## src/rtl/fetch_pkg.sv

```systemverilog
// Shared fetch-side types: parcel bundle, aligner FSM states and constants.
// Imported by the aligner top and its parcel queue.
package fetch_pkg;

  localparam logic [31:0] INST_NOP = 32'h0000_0013;
  localparam int PARCELS_PER_WORD = 4;

  typedef struct packed {
    logic [15:0] data;
    logic [63:0] addr;
    logic [4:0]  cause;
  } parcel_t;

  typedef enum logic {
    RUN,
    HALT
  } state_e;

endpackage

```

## src/rtl/parcel_fifo.sv

```systemverilog
// Circular queue of 16-bit parcels: up to four pushed and two popped per cycle.
// Exposes occupancy and the two oldest entries.
module parcel_fifo
  import fetch_pkg::*;
#(
  parameter int PARCELS = 8,
  localparam int PW = $clog2(PARCELS)
) (
  input  logic clk,
  input  logic rst_n,
  input  logic clr,
  input  logic [2:0] push_n,
  input  parcel_t [PARCELS_PER_WORD-1:0] push_data,
  input  logic [1:0] pop_n,
  output logic [PW:0] count,
  output parcel_t head0,
  output parcel_t head1
);

  parcel_t mem [PARCELS];
  logic [PW:0] wr_ptr;
  logic [PW:0] rd_ptr;
  logic [PW-1:0] rd_nxt;

  assign count  = wr_ptr - rd_ptr;
  assign rd_nxt = rd_ptr[PW-1:0] + 1'b1;
  assign head0  = mem[rd_ptr[PW-1:0]];
  assign head1  = mem[rd_nxt];

  always_ff @(posedge clk or negedge rst_n) begin
    if (!rst_n) begin
      wr_ptr <= '0;
      rd_ptr <= '0;
    end else if (clr) begin
      wr_ptr <= '0;
      rd_ptr <= '0;
    end else begin
      wr_ptr <= wr_ptr + {{(PW-2){1'b0}}, push_n};
      rd_ptr <= rd_ptr + {{(PW-1){1'b0}}, pop_n};
    end
  end

  // Storage needs no reset; only slots below wr_ptr are ever read.
  always_ff @(posedge clk) begin
    for (int i = 0; i < PARCELS_PER_WORD; i++) begin
      if (!clr && (3'(i) < push_n))
        mem[wr_ptr[PW-1:0] + PW'(i)] <= push_data[i];
    end
  end

endmodule

```

## src/rtl/inst_align.sv

```systemverilog
// Instruction aligner: splits fetch words into parcels and issues one
// aligned 16/32-bit instruction per cycle to decode.
module inst_align
  import fetch_pkg::*;
#(
  parameter int PARCELS = 8,
  parameter logic [63:0] RESET_PC = 64'h0000_0000_8000_0000
) (
  input  logic        clk,
  input  logic        rst_n,
  input  logic        flush,
  input  logic [63:0] flush_pc,
  input  logic        stall,
  input  logic        fetch_valid,
  output logic        fetch_ready,
  input  logic [63:0] fetch_addr,
  input  logic [63:0] fetch_data,
  input  logic [4:0]  fetch_cause,
  output logic [63:0] next_fetch_addr,
  output logic        valid_out,
  output logic [63:0] pc_out,
  output logic [31:0] inst_out,
  output logic [4:0]  cause_out,
  output logic [63:0] tval_out
);

  localparam int PW = $clog2(PARCELS);
  localparam int CW = PW + 1;

  state_e state_q, state_d;
  logic [63:0] nfa_q;
  logic [1:0]  drop_q;
  logic [PW:0] count, free;
  parcel_t head0, head1;
  parcel_t [PARCELS_PER_WORD-1:0] push_data;
  logic [2:0] push_n;
  logic [1:0] pop_n;
  logic take, is32, has1, has2, f0, f1;
  logic issue, fault;
  logic unused_ok;

  assign unused_ok = flush_pc[0];
  assign next_fetch_addr = nfa_q;

  assign free = CW'(PARCELS) - count;
  assign fetch_ready = (free >= CW'(4)) & !flush & (state_q == RUN);
  assign take = fetch_valid & fetch_ready & (fetch_addr == nfa_q);
  assign push_n = take ? (3'd4 - {1'b0, drop_q}) : 3'd0;

  always_comb begin
    for (int i = 0; i < PARCELS_PER_WORD; i++) begin
      push_data[i].data  = fetch_data[{drop_q + 2'(i), 4'b0} +: 16];
      push_data[i].addr  = {fetch_addr[63:3], drop_q + 2'(i), 1'b0};
      push_data[i].cause = fetch_cause;
    end
  end

  parcel_fifo #(.PARCELS(PARCELS)) u_fifo (
    .clk       (clk),
    .rst_n     (rst_n),
    .clr       (flush),
    .push_n    (push_n),
    .push_data (push_data),
    .pop_n     (pop_n),
    .count     (count),
    .head0     (head0),
    .head1     (head1)
  );

  assign is32 = (head0.data[1:0] == 2'b11);
  assign has1 = (count != '0);
  assign has2 = (count >= CW'(2));
  assign f0 = has1 & (head0.cause != '0);
  assign f1 = is32 & has2 & (head1.cause != '0);
  assign fault = f0 | f1;
  // A faulted head issues even when its 32-bit partner never arrives.
  assign issue = !stall & !flush & (state_q == RUN)
               & has1 & (!is32 | has2 | f0);
  assign pop_n = !issue ? 2'd0 : ((is32 & has2) ? 2'd2 : 2'd1);

  always_comb begin
    state_d = state_q;
    unique case (1'b1)
      flush:           state_d = RUN;
      (issue & fault): state_d = HALT;
      default:         state_d = state_q;
    endcase
  end

  always_ff @(posedge clk or negedge rst_n) begin
    if (!rst_n) begin
      state_q <= RUN;
      nfa_q   <= RESET_PC & ~64'h7;
      drop_q  <= RESET_PC[2:1];
    end else begin
      state_q <= state_d;
      if (flush) begin
        nfa_q  <= flush_pc & ~64'h7;
        drop_q <= flush_pc[2:1];
      end else if (take) begin
        nfa_q  <= nfa_q + 64'd8;
        drop_q <= 2'd0;
      end
    end
  end

  always_ff @(posedge clk or negedge rst_n) begin
    if (!rst_n) begin
      valid_out <= 1'b0;
      pc_out    <= '0;
      inst_out  <= INST_NOP;
      cause_out <= '0;
      tval_out  <= '0;
    end else if (flush) begin
      valid_out <= 1'b0;
      pc_out    <= '0;
      inst_out  <= INST_NOP;
      cause_out <= '0;
      tval_out  <= '0;
    end else if (!stall && state_q == RUN) begin
      if (issue) begin
        valid_out <= 1'b1;
        pc_out    <= head0.addr;
        if (fault) begin
          inst_out  <= INST_NOP;
          cause_out <= f0 ? head0.cause : head1.cause;
          tval_out  <= f0 ? head0.addr : head1.addr;
        end else begin
          inst_out  <= is32 ? {head1.data, head0.data}
                            : {16'h0, head0.data};
          cause_out <= '0;
          tval_out  <= '0;
        end
      end else begin
        valid_out <= 1'b0;
        inst_out  <= INST_NOP;
      end
    end
  end

endmodule

```

## config.mk

```make
export PLATFORM = sky130hd
export DESIGN_NAME = inst_align
export DESIGN_NICKNAME = d
export VERILOG_FILES = /design/src/rtl/fetch_pkg.sv /design/src/rtl/parcel_fifo.sv /design/src/rtl/inst_align.sv
export SDC_FILE = /design/constraint.sdc
export NUM_CORES = 2
export LEC_CHECK = 0
export CELL_PAD_IN_SITES_DETAIL_PLACEMENT = 2
export CELL_PAD_IN_SITES_GLOBAL_PLACEMENT = 2
export CORE_UTILIZATION = 41
export DETAILED_ROUTE_END_ITERATION = 16
export DONT_BUFFER_PORTS = 1
export GPL_TIMING_DRIVEN = 0
export PLACE_DENSITY_LB_ADDON = 0.05
export SYNTH_ARGS = -nofsm -noshare
export SYNTH_HDL_FRONTEND = slang
export SYNTH_SLANG_ARGS = --single-unit
```

## constraint.sdc

```tcl
create_clock -name clk -period 9.6 [get_ports clk]
set_input_delay 2.88 -clock clk [delete_from_list [all_inputs] [get_ports clk]]
set_output_delay 2.88 -clock clk [all_outputs]
set_load 0.05 [all_outputs]
```

# == Word-level counts from Yosys, hierarchy flattened ==
# Memory sizes are Yosys's and may differ from the RTL's.
# Index checks and enable logic that the tools add are counted.
# word_totals
out_inout_bits,231
input_bits,202
wordCells,107
ram_bits,672
n_memories,1
register_bits,241
# classes
eq_ne,2
magnitude_cmp,6
add_sub_neg,13
shift,4
n_bitwise,16
muxes,39
reduce_logical,16
# memory_table
name,depth,width,read_ports,rd_ports_with_merged_regs,write_ports,line_no,text
u_fifo.mem,8,84,2,0,4,parcel_fifo.sv:20,parcel_t mem [PARCELS];
# op_table
op,n
$mux 64,10
$shiftx 64x7->16,4
$mux 32,5
$add 64x4->64 const B,1
$eq 64x64->1,1
$mux 5,5
$and 1x1->1,12
$mux 1,11
$reduce_bool 5->1,2
$mux 2,4
$mux 4,2
$reduce_bool 2->1,4
$add 3x1->3 const B,2
$add 3x2->3 const B,2
$lt 1x3->1 const A,2
$lt 2x3->1 const A,2
$logic_and 1x1->1,5
$add 2x2->2 const B,2
$add 4x2->4,1
$add 4x3->4,1
$ge 4x2->1 const B,1
$ge 4x3->1 const B,1
$reduce_bool 4->1,1
$sub 4x4->4,1
other kinds (10),14

# == Depth between registers and ports, before layout ==
# logic_depth
ltp_word,12
mapped_depth,20
ltp_nobuf,14

# == Modules after synthesis ==
# A second synthesis with hierarchy kept.
# unflattened
cells_unflattened,6425
hier_area_um2,61798.0
# modules_own_cells
module,area_per_inst_um2,cells_each,seq_area_each_um2,n_inst
parcel_fifo,48338.9,5037,20619.8,1
inst_align,13459.2,1388,5760.5,1

# == Worst setup path after synthesis ==
# OpenSTA, ideal clock, no wires.
# synth_timing
path_type,input to register
startpoint,input port fetch_addr[1]
endpoint,"memory u_fifo.mem[0][0] (netlist name), enable pin"
setup_ns,0.653
stages,8
t_required_ns,8.947
arrival_ns,10.812
n_path_buf,1
slack_ns,-1.865
path_cell_list,nor4b_1 nand2_1 nor4_4 and4_1 buf_2 nand2_1 or3_1 o311ai_1
# synth_lines
element,line_no,text
from (decl),inst_align.sv:16,"input logic [63:0] fetch_addr,"
to (decl),parcel_fifo.sv:20,

# == Worst setup path in the final report ==
# layout_timing
startpoint,register u_fifo.rd_ptr[1]
endpoint,output port fetch_ready
# layout_via
elab_chain_len,5
# layout_rtl
element,line_no,text
from (decl),parcel_fifo.sv:22,logic [PW:0] rd_ptr;
from (signal assigned),parcel_fifo.sv:39,"rd_ptr <= rd_ptr + {{(PW-1){1'b0}}, pop_n};"
$sub 4x4->4,parcel_fifo.sv:25,assign count = wr_ptr - rd_ptr;
$sub 4x4->4,inst_align.sv:45,assign free = CW'(PARCELS) - count;
$ge 4x3->1,inst_align.sv:46,assign fetch_ready = (free >= CW'(4)) & !flush & (state_q == RUN);
$and 1x1->1 (2 in a row),inst_align.sv:46,
to (decl),inst_align.sv:15,"output logic fetch_ready,"
# No other way between the ends.

==> impl_results.md <==
- Status: completed
- Clock buffer depth: 3
- Area delta synth->final: 13.0%
- Number of instances in the placed design: between 5000 and 6000
- Most common cell after layout, fill and taps aside: edfxtp_1
- All-layer global routing usage: 0.361
- Post-route ant nets: 0
- Pleak: ~19 nW
- Hold EP: state_q
- Hold WC Path Type: reg2reg
- Commonest non-fill, non-tap cells in the layout: edfxtp_1, mux4_2, o21ai_0, dfrtp_1, mux2i_1
- Critical Path AT: ~6400 ps
- First-pass GRT wire length: 308 mm
- Worst vdd ir: around 0.16 mV
- Yosys cell types: 92
- Fin nets: a little under 4000
- Die width: about 350 µm
- Minimum clock period: 9280 ps
- Pwr dens: about 210 nW/µm²
- Finished Layout Cells: 5354
- Crit. End Element: output port
- EDFF count, synth: approximately 670
- Slew at the pin with the worst max-slew slack: ~1500 ps
- Layout cells sized above 1: 0.215
- CTS root buffer: clkbuf_16
- Skew-Pair Late Insertion Delay: slightly above 700 ps
- Die height: roughly 350 µm
- Max FO, Critical Path: 10
- Starting Density: 0.413
- FILL cells: between 10000 and 15000
- Register-to-Register Path Depth: 20
- Top cell type's share of synthesized area: 0.415
- Vias per cell: between 6 and 7
- Crit Path Class: reg2out
- Worst reg2reg setup slack: between 1500 and 2000 ps
- Clock buffer count from CTS: 100
- Slew Viols, Final: 0
- Crit Reg-Reg Endpoint: u_fifo.mem[3][18]
- Initial antenna violation count: 25
- Worst EP required: roughly 6700 ps
- Pre-antenna DRT Iters: 6
- Worst rel slew slack: 0.0146
- Vias: between 30000 and 40000
- # H-tree levels: 3
- Min-Delay Startpoint: state_q
- Routability cong.: ~0.96
- Yosys warnings: 0
- Core box area: 118000 µm²
- Setup Skew: between 70 and 80 ps
- Setup TNS: 0 ps
- Combinational Power Share: 0.230
- Synth Cell Area: between 40000 and 50000 µm²
- Internal power: 7.59 mW
- Yosys reg bits: between 900 and 1000
- Ranking of synthesized cells by area: edfxtp_1, mux4_2, dfrtp_1
- Largest net degree at the start of global routing: ~240
- Clock sink total: 908
- # rows: 126
- CP startpoint kind: register
- Final WL: between 200 and 250 mm
- Worst-path clk slew: 60 ps
- Max-cap check violation count: 0
- Synth async-reset ratio: 0.260
- PortBufs: 0
- Clock power frac: 0.352
- Iter 0 DRT Violations: ~4100
- Endpoints failing setup: 0
- Post-CTS setup buffer count: 0
- Final HPWL DP: roughly 170 mm
- Vias in the first global route: ~40000
- Register share of total power: 0.418
- RSZ-0062 raised after global routing: no
- Wire length per cell: 40.8 µm
- FMAX: between 0.1 and 0.15 GHz
- Global route overflow: 0
- Sw power: between 3 and 4 mW
- Die Outline Area: 120000 µm²
- Period utilization: 0.967
- DRC: 0
- Sequential fraction of the synthesis area: 0.536
- Gate Count Post-Synth: about 3600
- Hold depth: 1
- IO Count: between 400 and 500
- CTS tree: yes
- Worst R2R Start: u_fifo.rd_ptr[1]
- Post-synth top area cell: edfxtp_1
- Main synth FF type: edfxtp_1
- Fin. Hold Viols: 0
- Syn Area/Cell: around 14 µm²
- Sw frac: 0.345
## power by group through the flow
| stage | logic, mW | registers, mW | clock network [mW] |
|---|---|---|---|
| floorplan | 1.64 | 4.84 | 0 |
| global placement | 2.55 | 4.91 | 0 |
| detailed placement | 2.62 | 4.92 | 0 |
| CTS | 2.64 | 4.84 | 4.12 |
| global route | 2.79 | 4.85 | 4.24 |
| finish | 2.66 | 4.84 | 4.08 |
## layer usage
metal / share of wire / wire (µm) / track usage
met1: 0.41 / 88700 / 0.481
met2: 0.48 / 104000 / 0.593
met3: 0.081 / 17600 / 0.0699
met4: 0.037 / 8050 / 0.120
met5: 0.00047 / 103 / 0
## synthesized netlist by cell type (all sizes together), types with 7 or more instances
cell type	number
a211oi	53
a21boi	14
a21o	21
a21oi	193
a221o	14
a22o	71
a22oi	45
a31oi	10
a32oi	17
and2	9
and3	19
buf	152
clkbuf	143
dfrtp	232
edfxtp	672
ha	13
inv	53
mux2	82
mux2i	217
mux4	364
nand2	206
nand3	135
nand4	41
nor2	160
nor2b	9
nor3	43
nor4	36
o211ai	14
o21a	11
o21ai	254
o221ai	7
o22ai	50
o311ai	9
o31ai	11
or3	27
or4	7
xnor2	76
## registers in the layout, indices dropped and copies added, names as in the netlist
register	count
pc_out	63
inst_out	32
u_fifo.mem	672
state_q	1
drop_q	2
valid_out	1
tval_out	63
u_fifo.rd_ptr	4
cause_out	5
next_fetch_addr	61
u_fifo.wr_ptr	4
## stage by stage
stage | util | power (mW) | area (µm²) | hold slack [ps] | worst slack [ps]
2_1_floorplan | - | 6.47 | 48700 | 494 | -1510
3_3_place_gp | 0.429 | 7.46 | 50600 | 562 | -10650
3_5_place_dp | 0.437 | 7.54 | 51600 | 587 | 398
4_1_cts | 0.466 | 11.6 | 55000 | 609 | 304
5_1_grt | 0.467 | 11.9 | 55000 | 626 | 99.3
6_report | 0.467 | 11.6 | 55000 | 601 | 318
## kinds of logic after synthesis
group,share of synthesized area
DFF,0.536
other,0.0000770
muxes,0.232
xor gates and xnor gates,0.0151
adders and majority gates,0.00458
AOI/OAI and AO/OA,0.109
and+or+nand+nor,0.0712
buffers and inverters,0.0322
## critical path, cell delays in order, from the launching register on
cell	delay (ps)
dfrtp_1	630
buf_6	270
buf_6	230
buf_2	430
buf_2	480
buf_2	510
inv_1	100
ha_1	350
and3b_1	230
nor3_1	380
o311ai_2	320
and2_4	270
inv_1	150
buf_2	310
clkdlybuf4s15_1	1010
## worst max-delay path by stage
| stage | start | to | slack (ps) | cells after the start |
|---|---|---|---|---|
| after floorplan | fetch_addr[1] | u_fifo.mem[1][0] | -1510 | 8 |
| after global placement | fetch_addr[1] | u_fifo.mem[1][17] | -10650 | 8 |
| after detailed placement | u_fifo.rd_ptr[2] | fetch_ready | 400 | 13 |
| after CTS | u_fifo.rd_ptr[1] | fetch_ready | 300 | 14 |
| after global routing | u_fifo.rd_ptr[1] | fetch_ready | 100 | 14 |
| final | u_fifo.rd_ptr[1] | fetch_ready | 320 | 14 |
## area by class of cell
type	instances	area (µm²)	share of cell area
Sequential cell	908	26100	0.474
Multi-Input combinational cell	2306	21100	0.384
Clock buffer	120	2650	0.0481
Tap cell	1536	1920	0.0349
Buffer	294	1370	0.0249
Timing Repair Buffer	59	862	0.0157
Clock inverter	68	774	0.0141
Inverter	55	206	0.00375
Antenna cell	8	20.0	0.000364
## timing repair
action                                  CTS  global route
resized for setup                         4             0
hold buffers                              0             0
endpoints found under the setup margin    1             0
(Power assumes the default switching activity.)
==> RTL change: new RTL, same settings <==
Change the parameter `RESET_PC` from 64'h0000_0000_8000_0000 to 64'h0000000060000000.
--- a/src/rtl/inst_align.sv
+++ b/src/rtl/inst_align.sv
@@ -6,3 +6,3 @@
   parameter int PARCELS = 8,
-  parameter logic [63:0] RESET_PC = 64'h0000_0000_8000_0000
+  parameter logic [63:0] RESET_PC = 64'h0000000060000000
 ) (
Function: not settled (the Yosys comparison gave no result); the edit may change what the design does.
==> RTL change against the original RTL <==
- the flow now finishes with violations (capacitance limit, slew limit)
- sequential power hardly changed
- routed wire length rose by 0.15%
- worst setup slack got worse by 0.21 ns
- global-route usage up 0.095 points
- final area down 0.24%
- clock power decreased by 7.4%
- combinational power is 2% higher
- final cell count is 0.22% higher
- area after synthesis hardly changed
- synthesized cell count stayed put
- critical path depth fell by 1
- power shrank 2.3%
- sequential cell count unchanged
==> RTL change: results (changes against the original RTL) <==
Run
  • Max_cap viols: 1 (+1)

Power
  • P_clk: 0.00378 W (-7.4%)
  • Leak Pwr: 18.8 nW (-0.57%)
  • Switching power: 0.00398 W (-0.34%)
  • Clk pwr share: 0.334 (-0.018)
  • Maximum vdd ir drop: 0.130 mV (-16%)
  • Sequential power share: 0.428 (+0.010)

Routing
  • M1 WL: 89,200 µm (+0.61%)
  • Routed length on met2: 106,000 µm (+1.3%)
  • Total Wirelength: 219,000 µm (+0.15%)
  • First DRT Iteration DRCs: 3,917 (-3.9%)
  • Vias per inst: 6.82 (-0.37%)
  • Met3 wire length: 16,800 µm (-4.9%)

Final layout
  • Final nets: 3,947 (+0.13%)
  • Multi-input gate share of total cell area: 0.385 (+0.00104)
  • Clock-cell share: 0.0581 (-0.00413)
  • Layout cell share with drive strength beyond 1: 0.213 (-0.00197)
  • Nonclk buf count: 356 (+0.85%)

Placed design
  • Post-Place Worst Slack: 0.226 ns (-0.172 ns)
  • RePlAce Congestion: 0.939 (-2.5%)
  • Post-DP HPWL: 167,000 µm (+0.45%)
  • DP Area: 0.0516 mm² (+0.15%)

Timing
  • Final setup slack of the worst path: 0.104 ns (-0.213 ns)
  • Slew HR: -0.00490 (-0.0195)
  • Final Skew: 0.0566 ns (-0.0143 ns)
  • Final max-slew violation count: 9 (+9)

CTS
  • TritonCTS Buffers: 102 (+2.0%)

Logic synthesis
  • Ranking of synthesized cells by area: edfxtp_1 (41%), mux4_2 (17%), dfrtp_1 (12%), mux2i_1 (4.4%), o21ai_0 (2.5%)
  • Post-synth top cells: edfxtp_1 (672), mux4_2 (364), o21ai_0 (240), dfrtp_1 (231), mux2i_1 (216)

Global route
  • Met3 Track Usage GR: 0.0670 (-0.00295)
  • GR Util met2: 0.595 (+0.00151)
  • Initial antenna violation count: 16 (-36%)
  • Vias in the first global route: 39,100 (+0.033%)
  • First-pass GRT wire length: 308,000 µm (about the same)

Worst setup path
  • Crit path largest cell delay: 0.73 ns (-0.28 ns)
  • Register-to-register setup slack: 1.50 ns (-0.07 ns)
  • Slowest cell on crit path: buf_1
  • End of the worst register-to-register path: u_fifo.mem[4][0]
  • Worst setup path startpoint: u_fifo.rd_ptr[2]

Status
  • Failing checks: capacitance limit, slew limit
  • Status: finished, violations left
RTL change: changes by cell type in the layout (fill, tap and decap cells not counted), sizes merged:
cell,change
buf,+3
bufinv,-13
clkbuf,+27
clkinv,-7
clkinvlp,+3
dfrtp,-1
dfstp,+1
diode,+5
inv,-6
RTL change: logic make-up after synthesis:
group / after synthesis / share of synthesized area
buffers and inverters: 350 / 0.0322
other: 1 / 0.0000770
AND/OR/NAND/NOR: 710 / 0.0712
multiplexers: 663 / 0.232
AO/OA/AOI/OAI: 830 / 0.109
XOR/XNOR: 82 / 0.0151
flip-flops: 908 / 0.536
adder cells (fa/ha/maj): 16 / 0.00457
RTL change: repair_timing:
| item | CTS | global route |
|---|---|---|
| gates resized for setup | 5 | 0 |
| setup endpoints to repair | 1 | 0 |
| setup buffers | 0 | 0 |
RTL change: per-stage QoR:
step,instances,hold WS [ns]
floorplan,3564,0.494
global placement,5100,0.570
detailed placement,5160,0.582
CTS,5352,0.612
global route,5358,0.632
finish,5366,0.617
